[config.mk]
export PLATFORM = sky130hd
export DESIGN_NAME = teclado_debounce
export DESIGN_NICKNAME = d
export VERILOG_FILES = /design/src/rtl/teclado_debounce.sv
export SDC_FILE = /design/constraint.sdc
export NUM_CORES = 1
export LEC_CHECK = 0
export ABC_CLOCK_PERIOD_IN_PS = 5600
export CAP_MARGIN = 30
export CORE_UTILIZATION = 30
export DETAILED_ROUTE_END_ITERATION = 8
export PLACE_DENSITY = 0.57
export SLEW_MARGIN = 30
export SYNTH_ARGS = -nofsm -noshare
export SYNTH_HDL_FRONTEND = slang
export SYNTH_SLANG_ARGS = --single-unit
[constraint.sdc]
create_clock -name clk -period 5.6 [get_ports clk]
set_input_delay 1.12 -clock clk [delete_from_list [all_inputs] [get_ports clk]]
set_output_delay 1.12 -clock clk [all_outputs]
set_load 0.05 [all_outputs]
[src/rtl/teclado_debounce.sv]
// teclado_debounce
// Input conditioning for the synthesizer keyboard. Each raw key line is
// synchronized into the clk domain and debounced on a slow sample tick.
// The clean levels drive the teclado vector. Every accepted level change
// is also queued as a press/release event in a small FIFO that firmware
// drains with a pop handshake.
module teclado_debounce #(
    parameter int N_KEYS     = 13,
    parameter int TICK_DIV   = 50000,
    parameter int DB_COUNT   = 8,
    parameter int FIFO_DEPTH = 8
) (
    input  logic                          clk,
    input  logic                          reset,
    input  logic [N_KEYS-1:0]             keys_raw,
    output logic [N_KEYS-1:0]             teclado,
    output logic                          evt_valid,
    output logic [4:0]                    evt_data,
    input  logic                          evt_rd,
    output logic                          evt_overflow,
    input  logic                          evt_ovf_clr,
    output logic [$clog2(FIFO_DEPTH):0]   evt_count
);

    localparam int TW = (TICK_DIV > 1) ? $clog2(TICK_DIV) : 1;
    localparam int AW = (FIFO_DEPTH > 1) ? $clog2(FIFO_DEPTH) : 1;
    localparam int CW = AW + 1;

    localparam logic [TW-1:0] TICK_LAST = TW'(TICK_DIV - 1);
    localparam logic [7:0]    DB_LAST   = 8'(DB_COUNT - 1);
    localparam logic [CW-1:0] FULL_CNT  = CW'(FIFO_DEPTH);

    // ------------------------------------------------------------------
    // Two-flop synchronizer per key line
    // ------------------------------------------------------------------
    logic [N_KEYS-1:0] sync1_reg;
    logic [N_KEYS-1:0] sync2_reg;

    // Bring the asynchronous key lines into the clk domain.
    always_ff @(posedge clk) begin
        if (!reset) begin
            sync1_reg <= '0;
            sync2_reg <= '0;
        end else begin
            sync1_reg <= keys_raw;
            sync2_reg <= sync1_reg;
        end
    end

    // ------------------------------------------------------------------
    // Debounce sample tick
    // ------------------------------------------------------------------
    logic [TW-1:0] tick_cnt_reg;
    logic          tick;

    assign tick = (tick_cnt_reg == TICK_LAST);

    // Free-running divider; tick is high on the last count of each period.
    always_ff @(posedge clk) begin
        if (!reset) begin
            tick_cnt_reg <= '0;
        end else if (tick) begin
            tick_cnt_reg <= '0;
        end else begin
            tick_cnt_reg <= tick_cnt_reg + 1'b1;
        end
    end

    // ------------------------------------------------------------------
    // Per-key debounce counters
    // ------------------------------------------------------------------
    // flip[i] is high on the cycle key i's accepted level is about to toggle.
    logic [N_KEYS-1:0] flip;

    genvar gi;
    generate
        for (gi = 0; gi < N_KEYS; gi++) begin : g_key
            logic [7:0] db_reg;
            logic       level_reg;
            logic       differ;

            // The synchronized line disagrees with the accepted level.
            assign differ     = sync2_reg[gi] ^ level_reg;
            assign flip[gi]   = differ && tick && (db_reg == DB_LAST);
            assign teclado[gi] = level_reg;

            // Count ticks of persistent disagreement; any agreement restarts.
            always_ff @(posedge clk) begin
                if (!reset) begin
                    db_reg    <= '0;
                    level_reg <= 1'b0;
                end else if (!differ) begin
                    db_reg <= '0;
                end else if (tick) begin
                    if (db_reg == DB_LAST) begin
                        level_reg <= ~level_reg;
                        db_reg    <= '0;
                    end else begin
                        db_reg <= db_reg + 8'd1;
                    end
                end
            end
        end
    endgenerate

    // ------------------------------------------------------------------
    // Pending events and lowest-index-first arbiter
    // ------------------------------------------------------------------
    logic [N_KEYS-1:0] pend_reg;
    logic [N_KEYS-1:0] pend_next;
    logic [N_KEYS-1:0] grant_mask;
    logic              push;
    logic [3:0]        grant_idx;
    logic              grant_level;

    // Pick the lowest pending key; scanning downward leaves the lowest winner.
    always_comb begin
        push        = 1'b0;
        grant_idx   = '0;
        grant_level = 1'b0;
        grant_mask  = '0;
        for (int i = N_KEYS - 1; i >= 0; i--) begin
            if (pend_reg[i]) begin
                push        = 1'b1;
                grant_idx   = 4'(i);
                grant_level = teclado[i];
                grant_mask  = '0;
                grant_mask[i] = 1'b1;
            end
        end
        // A fresh flip wins over clearing the same bit.
        pend_next = (pend_reg & ~grant_mask) | flip;
    end

    // Hold pending bits until the arbiter has offered them to the FIFO.
    always_ff @(posedge clk) begin
        if (!reset) begin
            pend_reg <= '0;
        end else begin
            pend_reg <= pend_next;
        end
    end

    // ------------------------------------------------------------------
    // Event FIFO
    // ------------------------------------------------------------------
    logic [4:0]    mem [FIFO_DEPTH];
    logic [AW-1:0] wr_ptr_reg;
    logic [AW-1:0] rd_ptr_reg;
    logic [CW-1:0] count_reg;
    logic          ovf_reg;
    logic          pop;
    logic          full;
    logic          wr_en;
    logic          drop;

    assign full  = (count_reg == FULL_CNT);
    assign pop   = evt_rd && (count_reg != '0);
    // A simultaneous pop frees a slot, so a full FIFO can still accept.
    assign wr_en = push && (!full || pop);
    assign drop  = push && full && !pop;

    // Storage array, written without reset so it maps onto plain RAM.
    always_ff @(posedge clk) begin
        if (wr_en) begin
            mem[wr_ptr_reg] <= {grant_level, grant_idx};
        end
    end

    // Pointer, occupancy and sticky overflow bookkeeping.
    always_ff @(posedge clk) begin
        if (!reset) begin
            wr_ptr_reg <= '0;
            rd_ptr_reg <= '0;
            count_reg  <= '0;
            ovf_reg    <= 1'b0;
        end else begin
            if (wr_en) begin
                wr_ptr_reg <= wr_ptr_reg + 1'b1;
            end
            if (pop) begin
                rd_ptr_reg <= rd_ptr_reg + 1'b1;
            end
            case ({wr_en, pop})
                2'b10:   count_reg <= count_reg + 1'b1;
                2'b01:   count_reg <= count_reg - 1'b1;
                default: count_reg <= count_reg;
            endcase
            if (drop) begin
                ovf_reg <= 1'b1;
            end else if (evt_ovf_clr) begin
                ovf_reg <= 1'b0;
            end
        end
    end

    assign evt_valid    = (count_reg != '0);
    // Head entry is shown straight from the array; forced to zero when empty
    // so stale storage never leaks out after reset.
    assign evt_data     = evt_valid ? mem[rd_ptr_reg] : 5'd0;
    assign evt_count    = count_reg;
    assign evt_overflow = ovf_reg;

endmodule

==> results of run 1 <==
area by class of cell:
cell class / count / area share (%)
clock buffer: 33 / 5.96
clock inverter: 13 / 1.58
inverter: 19 / 0.625
multi-input combinational: 707 / 39.7
sequential: 226 / 43.2
tap: 435 / 4.77
timing repair buffer: 49 / 4.19
cells in the final DEF (no fill, tap or decap), drive strengths merged, types with 3 or more instances in the layout:
cell type,synthesis,final
dfxtp,186,186
nor2,125,125
nand2,82,82
xor2,72,72
nand3,55,55
nand4,54,54
edfxtp,40,40
xnor2,39,39
clkdlybuf4s50,0,39
and2,35,35
clkbuf,25,33
a21oi,29,29
nor3,27,27
o21ai,27,27
inv,19,23
and3,19,19
mux2i,18,18
ha,18,18
nor2b,16,16
mux4,10,10
nor4,10,10
buf,24,10
or4,10,10
and4,8,8
or4b,6,6
a21boi,4,4
o211ai,4,4
bufinv,0,4
clkinv,0,4
a221oi,4,4
a31oi,3,3
a211oi,3,3
nor4bb,3,3
nor4b,3,3
nor3b,3,3
layer usage:
metal	share of wire [%]	GRT usage, %
met3	3.3	1.86
met2	45	19.8
met5	0	0
met4	1.9	3.23
met1	49	17.2
worst paths after layout:
path                                 from                         to  slack [ns]
hold / removal    sync1_reg[3]$_SDFF_PN0_    sync2_reg[3]$_SDFF_PN0_        0.43
hold reg to reg   sync1_reg[3]$_SDFF_PN0_    sync2_reg[3]$_SDFF_PN0_        0.43
setup reg to reg   pend_reg[0]$_SDFF_PN0_  evt_count[3]$_SDFFE_PN0P_        2.72
setup / recovery                     flop                evt_data[1]        1.75
logic make-up (layout without fill, tap and decap cells):
| logic type | Yosys count | after routing | synth area share (%) |
|---|---|---|---|
| XOR/XNOR | 111 | 111 | 9.97 |
| flip-flops | 226 | 226 | 50.5 |
| adder cells (fa/ha/maj) | 19 | 19 | 2.51 |
| multiplexers | 29 | 29 | 4.31 |
| AND/OR/NAND/NOR | 462 | 462 | 24.2 |
| buffers and inverters | 68 | 114 | 3.25 |
| AO/OA/AOI/OAI | 86 | 86 | 5.31 |
worst max-delay path, stage by stage, from the launching register on:
cell and delay, ns:
dfxtp_1 0.72, mux4_2 0.57, mux2i_1 0.15, nor2_1 0.06, clkdlybuf4s50_1 0.70
per-stage QoR:
step           hold slack (ns)  instance area, sq um  utilization [%]  power, W
3_3_place_gp             0.418                 10500             33.1   0.00204
4_1_cts                  0.431                 11400             35.8   0.00376
2_1_floorplan            0.412                  9750                -   0.00194
5_1_grt                  0.454                 11400             35.9   0.00386
6_report                 0.427                 11400             35.9   0.00371
3_5_place_dp             0.422                 10500             33.1   0.00204
power groups by stage:
| stage | registers (W) | clock network, W | logic [W] |
|---|---|---|---|
| 6_report | 0.00172 | 0.00171 | 0.000286 |
| 5_1_grt | 0.00172 | 0.00183 | 0.000308 |
| 4_1_cts | 0.00172 | 0.00175 | 0.000290 |
| 3_5_place_dp | 0.00175 | 0 | 0.000288 |
| 3_3_place_gp | 0.00175 | 0 | 0.000287 |
| 2_1_floorplan | 0.00177 | 0 | 0.000178 |
Yosys cell counts, drive strengths merged, types with 16 or more instances:
| library cell | number | share of area, % |
|---|---|---|
| ha | 18 | 2.3 |
| o21ai | 27 | 1.4 |
| and2 | 35 | 2.2 |
| nand4 | 54 | 3.5 |
| inv | 19 | 0.73 |
| mux2i | 18 | 1.8 |
| nor3 | 27 | 1.4 |
| and3 | 19 | 1.2 |
| nand3 | 55 | 2.8 |
| edfxtp | 40 | 12 |
| nor2b | 16 | 1.0 |
| clkbuf | 25 | 0.96 |
| xor2 | 72 | 6.5 |
| nand2 | 82 | 3.2 |
| a21oi | 29 | 1.5 |
| xnor2 | 39 | 3.5 |
| buf | 24 | 1.6 |
| dfxtp | 186 | 38 |
| nor2 | 125 | 4.8 |
==> metrics, run 1 <==
Max Fclk=260 MHz; die span in x=182 um; Hold Buf Count CTS=0; PortBufs=40; DIE HEIGHT=182 um; sequential power share=46.2%; CTS Buf Count=25; Syn Nets=1037; Worst Tran Pin Value=0.953 ns; fraction of registers with async set/reset=0%; mapped cell area=9750 sq um; drt wl/cell=13.5 um; Net count, final=1064; crit share post-route=68.7%; slack of the critical path=1.75 ns; dpl cells=1435; WP data required=4.48 ns; Setup Buffers After CTS=0; Fin. Hold Viols=0; first-pass GRT wire length=33600 um; diode count=0; clock slew at reported path FFs=0.06 ns; clock skew=0.0217 ns; row count=65; PD cells=325 nW/um^2; DP Worst Slack=2.24 ns; TritonCTS clock tree=done; largest net degree at the start of global routing=63; HP Class=reg -> reg; area growth from synthesis to final layout=16.9%; Pleak=4.03 nW; Pint=0.00284 W; core area=31800 sq um; cells after synthesis=1001; Pre-antenna DRT Iters=4; H-tree depth=1; vias in the first global route=6534; Max-Slew Margin vs Limit=36.0%; Syn Area/Cell=9.74 sq um; power share of the clock group=46.0%; Comb power frac=7.7%; worst-path fanout max=10; MaxCap Viol Count=0; Die Area=33200 sq um; Detailed Route WL=20100 um; outcome=finished, final reports clean; Worst Setup Path Type=reg -> out; Switch Pwr=0.000867 W; I/O Pins=41; RSZ-0062 raised after global routing=false; Sw Share=23.4%; FF+latch area=4920 sq um; number of synthesized register bits=226; Root Driver=clkbuf_16; DP HPWL=14000 um; Setup TNS Final=0 ns; number of synthesized flops with an enable pin=40; sequential fraction of the synthesis area=50.5%; area of the multi-input gates=4530 sq um; First DRT Iteration DRCs=490; share of cells above drive strength 1=7.16%; Yosys cell types=53; PostCTS Resize Cnt=0; Non-Filler Instances=1482; Final Critical Period=3.85 ns; fin. max-slew vios=0; grt ovf=0; kind of start point of the critical path=flop; WHS Path Cells=1; max reg flops=104; initial antenna violation count=0; total number of vias=6934; # clock sinks=226; r2r worst-path depth=10; remaining routing DRC violations=0; maximum vdd ir drop=0.257 mV; Setup crit end kind=output port; synth warn=0; WP data arrival=2.73 ns; vias per cell=4.68; final setup vio count=0; ys flop type=dfxtp_1; worst skew pair latency=0.52 ns; RePlAce Congestion=0.777; Filler cells=3201; post-route ant nets=0; GRT Total Usage=12.3%; Initial Utilization=30.7%; clock buffer depth=3
No activity file was read; power rests on OpenSTA's default activity.
==> run 2, diff against run 1 <==
ABC_CLOCK_PERIOD_IN_PS = 3800   (was 5600)
clock period = 3.8 ns   (was 5.6 ns; I/O delays follow)
==> metrics, run 2 (synthesis gave the netlist of run 1 again) <==
Final Critical Period=3.54 ns; area growth from synthesis to final layout=18.3% (was 16.9%); Root Driver=clkbuf_16 (unchanged); Critical-path top delay cell=dfxtp_1 (unchanged); DP HPWL=14000 um (about the same); PortBufs=40 (unchanged); GRT Total Usage=12.3% (about the same); Max Fclk=283 MHz; clock skew=0.0133 ns (was 0.0217 ns); Worst Tran Pin Value=0.722 ns (was 0.953 ns); diode count=0 (unchanged); final setup vio count=0 (unchanged); Setup Buffers After CTS=0 (unchanged); Worst Setup Path Type=reg -> out (unchanged); RSZ-0062 raised after global routing=false (unchanged); grt ovf=0 (unchanged); Initial Utilization=30.7% (unchanged); Filler cells=3155 (was 3201); die span in x=182 um (unchanged); CP peak stage delay=0.73 ns (was 0.72 ns); area of the multi-input gates=4520 sq um (was 4530 sq um); WP data arrival=2.78 ns (was 2.73 ns); kind of start point of the critical path=flop (unchanged); GRT met2 Usage=19.1% (was 19.8%); Setup TNS Final=0 ns (unchanged); crit share post-route=93.1%; most common cell after layout, fill and taps aside=dfxtp_1 (unchanged); # clock sinks=226 (unchanged); worst skew pair latency=0.53 ns (was 0.52 ns); PD cells=496 nW/um^2 (was 325 nW/um^2); Hold Buf Count CTS=0 (unchanged); hold endpoint=sync2_reg[4]$_SDFF_PN0_ (was sync2_reg[3]$_SDFF_PN0_); Worst R2R Setup Slack=0.88 ns (was 2.72 ns); Net count, final=1068 (was 1064); slack of the critical path=0.263 ns (was 1.75 ns); Setup crit end kind=output port (unchanged); Hold Startpoint=sync1_reg[4]$_SDFF_PN0_ (was sync1_reg[3]$_SDFF_PN0_); Die Area=33200 sq um (unchanged); total number of vias=6920 (was 6934); fin. max-slew vios=0 (unchanged); GR Layer Usage met1=17.3% (was 17.2%); post-route ant nets=0 (unchanged); core area=31800 sq um (unchanged); vias in the first global route=6542 (was 6534); share of cells above drive strength 1=7.51% (was 7.16%); remaining routing DRC violations=0 (unchanged); largest net degree at the start of global routing=44 (was 63); outcome=finished, final reports clean (unchanged); most frequent cells in the layout=dfxtp_1, nor2_1, nand2_1 (unchanged); TritonCTS clock tree=done (unchanged); initial antenna violation count=0 (unchanged); CP Cell Sequence=mux4_2, mux2i_1, nor2_1, clkdlybuf4s50_1 (unchanged); First DRT Iteration DRCs=397 (was 490); vias per cell=4.65 (was 4.68); H-tree depth=1 (unchanged); I/O Pins=41 (unchanged); maximum vdd ir drop=0.292 mV (was 0.257 mV); r2r worst-path depth=10 (unchanged); row count=65 (unchanged); reg-to-reg critical path startpoint=pend_reg[0]$_SDFF_PN0_ (unchanged); gr busiest metal=met2 (unchanged); Pleak=4.10 nW (was 4.03 nW); CTS Buf Count=26 (was 25); MaxCap Viol Count=0 (unchanged); DP Worst Slack=0.776 ns (was 2.24 ns); first-pass GRT wire length=33600 um (about the same); WP data required=3.04 ns (was 4.48 ns); Max-Slew Margin vs Limit=51.2% (was 36.0%); worst-path fanout max=10 (unchanged); WHS Path Cells=1 (unchanged); Fin. Hold Viols=0 (unchanged); DIE HEIGHT=182 um (unchanged); PostCTS Resize Cnt=0 (unchanged); clock buffer depth=3 (unchanged); r2r endpoint=evt_count[3]$_SDFFE_PN0P_ (unchanged); Detailed Route WL=20100 um (about the same); drt wl/cell=13.5 um (about the same); max reg flops=104 (unchanged); RePlAce Congestion=0.795 (was 0.777); Pre-antenna DRT Iters=4 (unchanged); clock slew at reported path FFs=0.06 ns (about the same); GR Util met3=2.18% (was 1.86%); FF+latch area=4920 sq um (unchanged); HP Class=reg -> reg (unchanged)
==> run 2: cell count changes in the layout (fill, tap and decap cells not counted), moves of 2 or more <==
cell	delta
clkbuf_1	-4
clkinv_1	+4
bufinv_16	+3
buf_2	+2
inv_6	-3
==> run 2: final cells by class <==
| class | instances | share of cell area (%) |
|---|---|---|
| sequential | 226 | 42.7 |
| multi-input combinational | 707 | 39.2 |
| inverter | 19 | 0.618 |
| tap | 435 | 4.72 |
| clock buffer | 30 | 6.03 |
| clock inverter | 18 | 2.38 |
| timing repair buffer | 52 | 4.40 |
==> run 2: how the worst max path moves through the flow <==
stage,endpoint,depth (start not counted)
6_report,evt_data[2],4
5_1_grt,evt_data[2],4
4_1_cts,evt_data[2],4
3_5_place_dp,evt_data[2],4
3_3_place_gp,evt_data[2],4
2_1_floorplan,evt_count[3]$_SDFFE_PN0P_,10
==> run 2: where the power goes <==
group          switching (W)  total (W)  internal (W)
Clock               0.000985    0.00277       0.00178
Combinational       0.000243   0.000424      0.000181
Sequential         0.0000594    0.00253       0.00247
==> run 2: critical path: cells and delay by family (launching register included) <==
| family | cells | cell delay (ns) |
|---|---|---|
| simple gates | 1 | 0.06 |
| buf+inv | 1 | 0.70 |
| flops | 1 | 0.73 |
| mux | 2 | 0.75 |
==> run 2: routing by layer <==
layer / share of wire, % / vias to the layer above
met3: 4.3 / 35
met5: 0 / -
li1: - / 3577
met4: 2.4 / 0
met1: 49 / 3217
met2: 44 / 91
==> run 2: per-stage QoR <==
| stage | power [W] | std cells | util [%] | hold slack, ns | instance area [sq um] |
|---|---|---|---|---|---|
| 6_report | 0.00572 | 1487 | 36.3 | 0.425 | 11500 |
| 5_1_grt | 0.00594 | 1487 | 36.3 | 0.451 | 11500 |
| 4_1_cts | 0.00579 | 1486 | 36.3 | 0.432 | 11500 |
| 3_5_place_dp | 0.00301 | 1438 | 33.2 | 0.418 | 10600 |
| 3_3_place_gp | 0.00300 | 1438 | 33.2 | 0.419 | 10600 |
| 2_1_floorplan | 0.00286 | 1001 | - | 0.412 | 9750 |
==> run 3, diff against run 2 <==
DONT_BUFFER_PORTS = 1   (was not set)
PLACE_DENSITY = 0.56   (was 0.57)
==> metrics, run 3 (synthesis gave the netlist of run 1 again) <==
outcome=finished, final reports clean (unchanged); vias per cell=4.73 (was 4.65); area growth from synthesis to final layout=13.7% (was 18.3%); Sw Share=22.9% (was 22.5%); Fin. Hold Viols=0 (unchanged); remaining routing DRC violations=0 (unchanged); Setup Buffers After CTS=0 (unchanged); Net count, final=1033 (was 1068); HP Class=in -> reg (was reg -> reg); clock skew=0.0147 ns (was 0.0133 ns); largest net degree at the start of global routing=93 (was 44); initial antenna violation count=0 (unchanged); Worst Setup Path Type=reg -> out (unchanged); fin. max-slew vios=0 (unchanged); Switch Pwr=0.00125 W (was 0.00129 W); TritonCTS clock tree=done (unchanged); MaxCap Viol Count=0 (unchanged); PD cells=492 nW/um^2 (was 496 nW/um^2); DP Worst Slack=0.961 ns (was 0.776 ns); DP HPWL=14000 um (about the same); H-tree depth=1 (unchanged); RePlAce Congestion=0.783 (was 0.795); # clock sinks=226 (unchanged); PostCTS Resize Cnt=0 (unchanged); WP data arrival=2.26 ns (was 2.78 ns); Max-Slew Margin vs Limit=37.5% (was 51.2%); post-route ant nets=0 (unchanged); RSZ-0062 raised after global routing=false (unchanged); Pleak=3.93 nW (was 4.10 nW); Worst R2R Setup Slack=0.91 ns (was 0.88 ns); most common cell after layout, fill and taps aside=dfxtp_1 (unchanged); share of cells above drive strength 1=7.47% (was 7.51%); power consumption=0.00546 W (was 0.00572 W); power share of the clock group=47.2% (was 48.4%); sequential power share=47.4% (was 44.2%); Die Area=33200 sq um (unchanged); Pint=0.00421 W (was 0.00443 W); Non-Filler Instances=1453 (was 1487); Pre-antenna DRT Iters=5 (was 4); I/O Pins=41 (unchanged); DIE HEIGHT=182 um (unchanged); maximum vdd ir drop=0.321 mV (was 0.292 mV); GRT Total Usage=12.4% (was 12.3%); Setup crit end kind=output port (unchanged); clock slew at reported path FFs=0.06 ns (about the same); Comb power frac=5.4% (was 7.4%); most frequent cells in the layout=dfxtp_1, nor2_1, nand2_1 (unchanged); max reg flops=104 (unchanged); WP data required=3.04 ns (about the same); dpl cells=1403 (was 1438); Max Fclk=331 MHz (was 283 MHz); crit share post-route=79.6% (was 93.1%); PortBufs=0 (was 40); final design utilization=34.9% (was 36.3%); Detailed Route WL=20300 um (was 20100 um); grt ovf=0 (unchanged); total number of vias=6867 (was 6920); final setup vio count=0 (unchanged); core area=31800 sq um (unchanged); Setup TNS Final=0 ns (unchanged); Initial Utilization=30.7% (unchanged); Root Driver=clkbuf_16 (unchanged); CTS Buf Count=27 (was 26); vias in the first global route=6664 (was 6542); Hold Buf Count CTS=0 (unchanged); slack of the critical path=0.777 ns (was 0.263 ns); row count=65 (unchanged); Worst Tran Pin Value=0.931 ns (was 0.722 ns); Filler cells=3224 (was 3155); diode count=0 (unchanged); drt wl/cell=14.0 um (was 13.5 um); worst skew pair latency=0.53 ns (about the same); worst-path fanout max=10 (unchanged); Final Critical Period=3.02 ns (was 3.54 ns); clock buffer depth=3 (unchanged); die span in x=182 um (unchanged); First DRT Iteration DRCs=371 (was 397); first-pass GRT wire length=33700 um (was 33600 um); kind of start point of the critical path=flop (unchanged)
-- run 3: layout make-up --
type	instances	area [sq um]	share of cell area, %
clock buffers	45	787	7.10
clock inverters	5	108	0.971
inverters	19	71.3	0.643
well taps	435	544	4.91
multi-input cells	707	4520	40.8
flip-flops and latches	226	4920	44.4
repair buffers	16	133	1.20
-- run 3: path summary, 6_finish.rpt --
path | start | to | cells after the start
worst max-delay path | flop | evt_data[4] | 4
worst min-delay path | keys_raw[6] | sync1_reg[6]$_SDFF_PN0_ | 1
worst max register to register | pend_reg[0]$_SDFF_PN0_ | evt_count[3]$_SDFFE_PN0P_ | 10
worst min register to register | sync1_reg[3]$_SDFF_PN0_ | sync2_reg[3]$_SDFF_PN0_ | 1
-- run 3: power groups by stage --
stage	logic [W]	clock network, W	registers (W)
3_5_place_dp	0.000295	0	0.00264
6_report	0.000295	0.00257	0.00259
4_1_cts	0.000298	0.00266	0.00259
2_1_floorplan	0.000262	0	0.00260
3_3_place_gp	0.000293	0	0.00264
5_1_grt	0.000334	0.00276	0.00259
-- run 3: worst max-delay path: stages, from the launching register on --
cell and delay [ns]:
dfxtp_1 0.74, mux4_2 0.58, mux2i_1 0.16, nor2_1 0.06
buf_4 0.19
-- run 3: per-layer routing --
metal | up-vias | GRT usage [%] | share of wire (%)
met5 | - | 0 | 0
li1 | 3513 | - | -
met4 | 0 | 3.56 | 2.0
met1 | 3225 | 16.5 | 49
met2 | 97 | 20.5 | 45
met3 | 32 | 2.02 | 3.7
-- run 3: through the flow --
stage          area, sq um  hold slack (ns)
3_5_place_dp         10200            0.420
5_1_grt              11100            0.339
4_1_cts              11100            0.335
6_report             11100            0.358
3_3_place_gp         10200            0.421
2_1_floorplan         9750            0.412
